<file path="src/rtl/div_hilo_unit_if.sv">
// Request/response bundle between the EX-stage control and the HI/LO divider.
// The master drives DIV/MF requests; the slave (div_hilo_unit) returns HI/LO, busy, stall and done.
interface div_hilo_unit_if;
    logic        div_start;
    logic [31:0] dividend;
    logic [31:0] divisor;
    logic [1:0]  mf;
    logic [31:0] mf_data;
    logic [31:0] hi;
    logic [31:0] lo;
    logic        busy;
    logic        stall;
    logic        done;

    modport master (
        output div_start, dividend, divisor, mf,
        input  mf_data, hi, lo, busy, stall, done
    );

    modport slave (
        input  div_start, dividend, divisor, mf,
        output mf_data, hi, lo, busy, stall, done
    );
endinterface

</file>
<file path="src/rtl/div_hilo_unit.sv">
// Multi-cycle signed 32-bit restoring divider with the architectural HI/LO pair and MFHI/MFLO read path.
// Optional macro DIV_EARLY_OUT_EN: skip iteration when |dividend| < |divisor| (latency only, same results).
module div_hilo_unit (
    input logic            clk,
    input logic            rst,
    div_hilo_unit_if.slave bus
);
    typedef enum logic [1:0] {IDLE, CALC, FIX} state_e;

    state_e      state_q;
    logic [31:0] rem_q;
    logic [31:0] quo_q;
    logic [31:0] dvs_q;
    logic [31:0] hi_q;
    logic [31:0] lo_q;
    logic [4:0]  cnt_q;
    logic        qsign_q;
    logic        rsign_q;
    logic        busy_q;
    logic        done_q;

    logic [31:0] abs_a;
    logic [31:0] abs_b;
    logic [32:0] shifted;
    logic [32:0] diff;
    logic [31:0] rem_d;
    logic [31:0] quo_d;

    assign abs_a = bus.dividend[31] ? (32'd0 - bus.dividend) : bus.dividend;
    assign abs_b = bus.divisor[31]  ? (32'd0 - bus.divisor)  : bus.divisor;

    // A borrow out of the 33-bit trial subtraction means the shifted remainder is below the divisor.
    assign shifted = {rem_q, quo_q[31]};
    assign diff    = shifted - {1'b0, dvs_q};
    assign rem_d   = diff[32] ? shifted[31:0] : diff[31:0];
    assign quo_d   = {quo_q[30:0], ~diff[32]};

    always_ff @(posedge clk or posedge rst) begin
        if (rst) begin
            state_q <= IDLE;
            rem_q   <= 32'd0;
            quo_q   <= 32'd0;
            dvs_q   <= 32'd0;
            hi_q    <= 32'd0;
            lo_q    <= 32'd0;
            cnt_q   <= 5'd0;
            qsign_q <= 1'b0;
            rsign_q <= 1'b0;
            busy_q  <= 1'b0;
            done_q  <= 1'b0;
        end else begin
            done_q <= 1'b0;
            case (state_q)
                IDLE: begin
                    if (bus.div_start) begin
                        cnt_q  <= 5'd0;
                        busy_q <= 1'b1;
                        if (bus.divisor == 32'd0) begin
                            rem_q   <= bus.dividend;
                            quo_q   <= 32'hFFFF_FFFF;
                            dvs_q   <= 32'd0;
                            qsign_q <= 1'b0;
                            rsign_q <= 1'b0;
                            state_q <= FIX;
                        end
`ifdef DIV_EARLY_OUT_EN
                        else if (abs_a < abs_b) begin
                            rem_q   <= abs_a;
                            quo_q   <= 32'd0;
                            dvs_q   <= abs_b;
                            qsign_q <= bus.dividend[31] ^ bus.divisor[31];
                            rsign_q <= bus.dividend[31];
                            state_q <= FIX;
                        end
`endif
                        else begin
                            rem_q   <= 32'd0;
                            quo_q   <= abs_a;
                            dvs_q   <= abs_b;
                            qsign_q <= bus.dividend[31] ^ bus.divisor[31];
                            rsign_q <= bus.dividend[31];
                            state_q <= CALC;
                        end
                    end
                end
                CALC: begin
                    rem_q <= rem_d;
                    quo_q <= quo_d;
                    cnt_q <= cnt_q + 5'd1;
                    if (cnt_q == 5'd31) begin
                        state_q <= FIX;
                    end
                end
                FIX: begin
                    lo_q    <= qsign_q ? (32'd0 - quo_q) : quo_q;
                    hi_q    <= rsign_q ? (32'd0 - rem_q) : rem_q;
                    done_q  <= 1'b1;
                    busy_q  <= 1'b0;
                    state_q <= IDLE;
                end
                default: begin
                    busy_q  <= 1'b0;
                    state_q <= IDLE;
                end
            endcase
        end
    end

    always_comb begin
        bus.mf_data = 32'd0;
        if (bus.mf == 2'b10) begin
            bus.mf_data = hi_q;
        end else if (bus.mf == 2'b11) begin
            bus.mf_data = lo_q;
        end
    end

    assign bus.hi    = hi_q;
    assign bus.lo    = lo_q;
    assign bus.busy  = busy_q;
    assign bus.done  = done_q;
    assign bus.stall = busy_q & (bus.mf[1] | bus.div_start);
endmodule
</file>
<file path="src/flat_wrapper.sv">
// flat-port wrapper written by rule: the top's interface ports become plain ports
module div_hilo_unit_flat 
  (clk, rst, bus_div_start, bus_dividend, bus_divisor, bus_mf, bus_mf_data, bus_hi, bus_lo, bus_busy, bus_stall, bus_done);
  div_hilo_unit_if bus_i ();
  input logic clk;
  input logic rst;
  input wire logic [$bits(bus_i.div_start)-1:0] bus_div_start;
  input wire logic [$bits(bus_i.dividend)-1:0] bus_dividend;
  input wire logic [$bits(bus_i.divisor)-1:0] bus_divisor;
  input wire logic [$bits(bus_i.mf)-1:0] bus_mf;
  output wire logic [$bits(bus_i.mf_data)-1:0] bus_mf_data;
  output wire logic [$bits(bus_i.hi)-1:0] bus_hi;
  output wire logic [$bits(bus_i.lo)-1:0] bus_lo;
  output wire logic [$bits(bus_i.busy)-1:0] bus_busy;
  output wire logic [$bits(bus_i.stall)-1:0] bus_stall;
  output wire logic [$bits(bus_i.done)-1:0] bus_done;
  assign bus_i.div_start = bus_div_start;
  assign bus_i.dividend = bus_dividend;
  assign bus_i.divisor = bus_divisor;
  assign bus_i.mf = bus_mf;
  assign bus_mf_data = bus_i.mf_data;
  assign bus_hi = bus_i.hi;
  assign bus_lo = bus_i.lo;
  assign bus_busy = bus_i.busy;
  assign bus_stall = bus_i.stall;
  assign bus_done = bus_i.done;
  div_hilo_unit u_core (.clk(clk), .rst(rst), .bus(bus_i));
endmodule
</file>
<file path="config.mk">
export PLATFORM = sky130hd
export DESIGN_NAME = div_hilo_unit_flat
export DESIGN_NICKNAME = d
export VERILOG_FILES = /design/src/rtl/div_hilo_unit_if.sv /design/src/rtl/div_hilo_unit.sv /design/src/flat_wrapper.sv
export SDC_FILE = /design/constraint.sdc
export NUM_CORES = 1
export LEC_CHECK = 0
export BUFFER_PORTS_ARGS = -buffer_cell sky130_fd_sc_hd__buf_2
export CORE_ASPECT_RATIO = 1.2
export CORE_UTILIZATION = 59
export CTS_CLUSTER_SIZE = 24
export DETAILED_ROUTE_END_ITERATION = 8
export MAX_ROUTING_LAYER = met4
export PLACE_DENSITY = 0.81
export SYNTH_ARGS = -nofsm -noshare
export SYNTH_HDL_FRONTEND = slang
export SYNTH_SLANG_ARGS = --single-unit
export TNS_END_PERCENT = 1
</file>
<file path="constraint.sdc">
create_clock -name clk -period 7.05 [get_ports clk]
set_input_delay 0.3525 -clock clk [delete_from_list [all_inputs] [get_ports clk]]
set_output_delay 0.3525 -clock clk [all_outputs]
set_load 0.03 [all_outputs]
</file>
==> implementation parameters <==
Parameter                              Value

Synthesis
  Number of distinct library cells after synthesis    between 60 and 70
  Gate count of the mapped netlist    ~1,500
  Multiplexer share of the synthesized area    0.03494
  Post-Synth Simple-Gate Area    0.1937
  Cells taking the most area after synthesis    dfrtp_1 35%, o21ai_0 8.1%, xor2_1 7.2%
  Cell taking the most area after synthesis    dfrtp_1
  Sequential share of the synthesized area    0.3546
  FFs w/ async S/R, synth    1.000
  Portion of synthesized cell area occupied by the leading cell type    0.3546
  Post-synthesis adder-cell area fraction    0.04106
  Warnings, synthesis    0
  Synthesized area divided by synthesized cell count    approximately 8.3 sq um
  EDFF count, synth    0
  Synth Register Bits    171
  Dominant combinational cell family by area after synthesis    compound AO/OA/AOI/OAI gates
  Synth Flop Type    dfrtp_1
  Synthesized cell area    ~12,000 sq um
  Area fraction in compound gates after synthesis    0.2258
  Synthesized netlist net count    about 1,600
  Post-synthesis share of cell area spent on xor and xnor gates    0.1009

Pwr
  Power density over the cells    about 480 nW/um^2
  Reported leakage power    roughly 6 nW
  Total power consumption of the routed design    6.516 mW
  Worst VDD drop    roughly 260 uV

Route
  Number of nets still failing antenna checks after routing    0
  Number of vias per cell    5.977
  Wirelength, routed    31.53 mm
  Via count    ~11,000
  First-iteration detailed-routing DRC count    822
  Average wire length per cell after detail routing    17.13 um
  DRC violation count after routing    0
  DRT Pass-1 Iters    5

Floorplan
  Horizontal die dimension    132.6 um
  Chip Height    about 160 um
  Starting Density    0.6108
  Floorplan core area    19,760 sq um
  Top Ports    between 150 and 200
  Die ar.    around 21,000 sq um
  # rows    56

Timing
  Max Freq    about 0.24 GHz
  Post-Route Skew    8.311 ps
  Transition time at the pin with the least slew margin    about 1300 ps
  Number of setup violations in the final report    0
  Max Slew Vio Count    0
  RSZ-0062 raised after global routing    no
  Worst path setup slack after routing    2864 ps
  Final period demand of the worst path    between 4000 and 5000 ps
  Headroom to the max-slew limit    0.1397
  Final Hold Viols    0
  Total negative setup slack    0 ps
  Period utilisation layout    0.5937
  Worst hold slack    80.87 ps

Finish
  Total number of nets in the final design    1,669
  Final instance area    ~14,000 sq um
  Proportion of layout cells with a drive suffix above 1    0.1557
  Filler cell count in the final layout    between 1,500 and 2,000
  Area growth from synthesis to layout    12.27%

Place
  Final Wtd Congestion    between 0.9 and 1
  Port Buf Inserts    approximately 170
  Setup slack after placement    2987 ps
  Post-place instance area    12,940 sq um
  Final HPWL DP    between 20 and 25 mm

Flow run
  Max cap viols    0

Critical path
  Data required time of the critical path    approximately 7400 ps
  Max stage delay on crit path    700 ps
  Max stage delay cell, worst path    o21a_1
  Data arrival at the endpoint of the critical path    4490 ps
  Max FO, Critical Path    24
  Cell Chain, Critical Path    ha_1 -> nand4_1 -> or3_1 -> a211o_1 -> and3_1 -> a211oi_1 -> o21a_1 -> nor2_1 -> o221ai_1 -> o21ai_0
  Startpoint type of the worst setup path    flop
  Setup crit end kind    flop
  Startpoint-to-endpoint class of the critical path    flop to flop

CTS
  Buffers inserted during post-CTS setup optimization    0
  CTS max path bufs    2
  Inserted Clock Buffers    17
  Clock net sink count    about 170
  Hold-fix buffers, CTS    0
  Quantity of gates resized following cts    0
  Clock tree root buffer cell    clkbuf_16
  Clock transition at the register clock pins on the worst setup and hold paths after CTS    approximately 70 ps
  Clock latency at the later pin of the worst-skew pair    around 430 ps
  Max H-tree Level    4
  Clock tree from TritonCTS    built

Global route
  First-pass GRT wire length    just over 50 mm
  Number of global-route vias before repair    about 10,000
  Residual overflow from global routing    0
  Total global-route track usage    0.3172
  Initial antenna violation count    6
  Maximum number of pins on one net before global-route repair    approximately 120

Run status
  Run status    finished clean

Min path
  Worst Hold Class    input pin to asynchronous set/reset pin
## power breakdown
part           switching [mW]  internal [mW]
Sequential              0.472           1.34
Combinational            2.24           1.51
Clock                   0.413          0.530
## state kept, by name, indices dropped and copies added (netlist names), 2 cells and up
signal and count:
u_core.rem_q 32, u_core.bus.hi 32, u_core.bus.lo 32, u_core.state_q 2, u_core.cnt_q 5, u_core.dvs_q 32, u_core.quo_q 32
## synth_stat cells, types with 6 or more instances
master    number
nand2_1      211
o21ai_0      196
dfrtp_1      171
xor2_1        99
a21oi_1       75
clkbuf_1      65
nor2_1        58
inv_1         49
mux2i_1       41
nor2b_1       41
o31ai_1       41
xnor2_1       40
ha_1          38
nor3_1        22
o22ai_1       21
or4_1         21
nor4_1        17
o41ai_1       17
a31oi_1       16
nand3_1       16
or3_1         15
a21o_1        14
and2_1        14
or2_2         14
nand2b_1      13
and3_1        10
buf_1          9
a311oi_1       7
o21a_1         7
a211oi_1       6
a21boi_0       6
buf_2          6
nand4_1        6
## layout make-up
class	instances	area (sq um)	share of cell area
well taps	261	326.6	0.02410
diodes	6	15.01	0.001108
clock inverters	14	160.2	0.01182
multi-input cells	1144	7231	0.5337
clock buffers	18	429.2	0.03168
flip-flops and latches	171	4279	0.3158
inverters	49	188.9	0.01395
repair buffers	178	918.4	0.06779
## final timing paths
| kind | startpoint | end | slack, ps | cells after the start |
|---|---|---|---|---|
| max | u_core.rem_q[10] | u_core.quo_q[0] | 2860 | 10 |
| min | rst | u_core.dvs_q[3] | 80 | 2 |
| max reg2reg | u_core.rem_q[10] | u_core.quo_q[0] | 2860 | 10 |
| min reg2reg | u_core.dvs_q[21] | u_core.dvs_q[21] | 480 | 2 |
| max in group asynchronous | rst | u_core.rem_q[9] | 5410 | 3 |
| min in group clk | bus_divisor[0] | u_core.dvs_q[0] | 220 | 3 |
## layout by cell type, fill, tap and decap left out, drive strengths merged, types with 7 or more instances in the layout
cell / count
nand2: 211
o21ai: 200
buf: 178
dfrtp: 171
xor2: 99
a21oi: 75
nor2: 58
inv: 55
o31ai: 41
mux2i: 41
nor2b: 41
xnor2: 40
ha: 38
or4: 25
nor3: 23
o22ai: 21
nor4: 19
o41ai: 18
clkbuf: 18
or3: 18
nand3: 16
a31oi: 16
or2: 15
and2: 14
a21o: 14
nand2b: 14
and3: 10
o21a: 7
a311oi: 7
## logic make-up after synthesis
| group | Yosys count |
|---|---|
| buffers and inverters | 137 |
| adder cells (fa/ha/maj) | 39 |
| AO/OA/AOI/OAI | 450 |
| multiplexers | 42 |
| AND/OR/NAND/NOR | 474 |
| XOR/XNOR | 139 |
| flip-flops | 171 |
## through the flow
stage,util,cells
floorplan,-,1452
global placement,0.6551,1803
detailed placement,0.6551,1803
CTS,0.6849,1835
global route,0.6855,1840
finish,0.6857,1841
## metal layers
layer,vias to the layer above,track usage,routed length [um]
met5,-,-,0
met4,0,0.1226,814
met3,55,0.04776,2166
met2,435,0.5100,14790
met1,5100,0.4065,13760
li1,5413,-,-
## worst max-delay path: cells and delay by family (launching register included)
kind	cells	cell delay, ps
fa+ha+maj	1	480
compound gates	5	1900
flops	1	470
simple gates	4	1190
No activity file was read; power rests on OpenSTA's default activity.
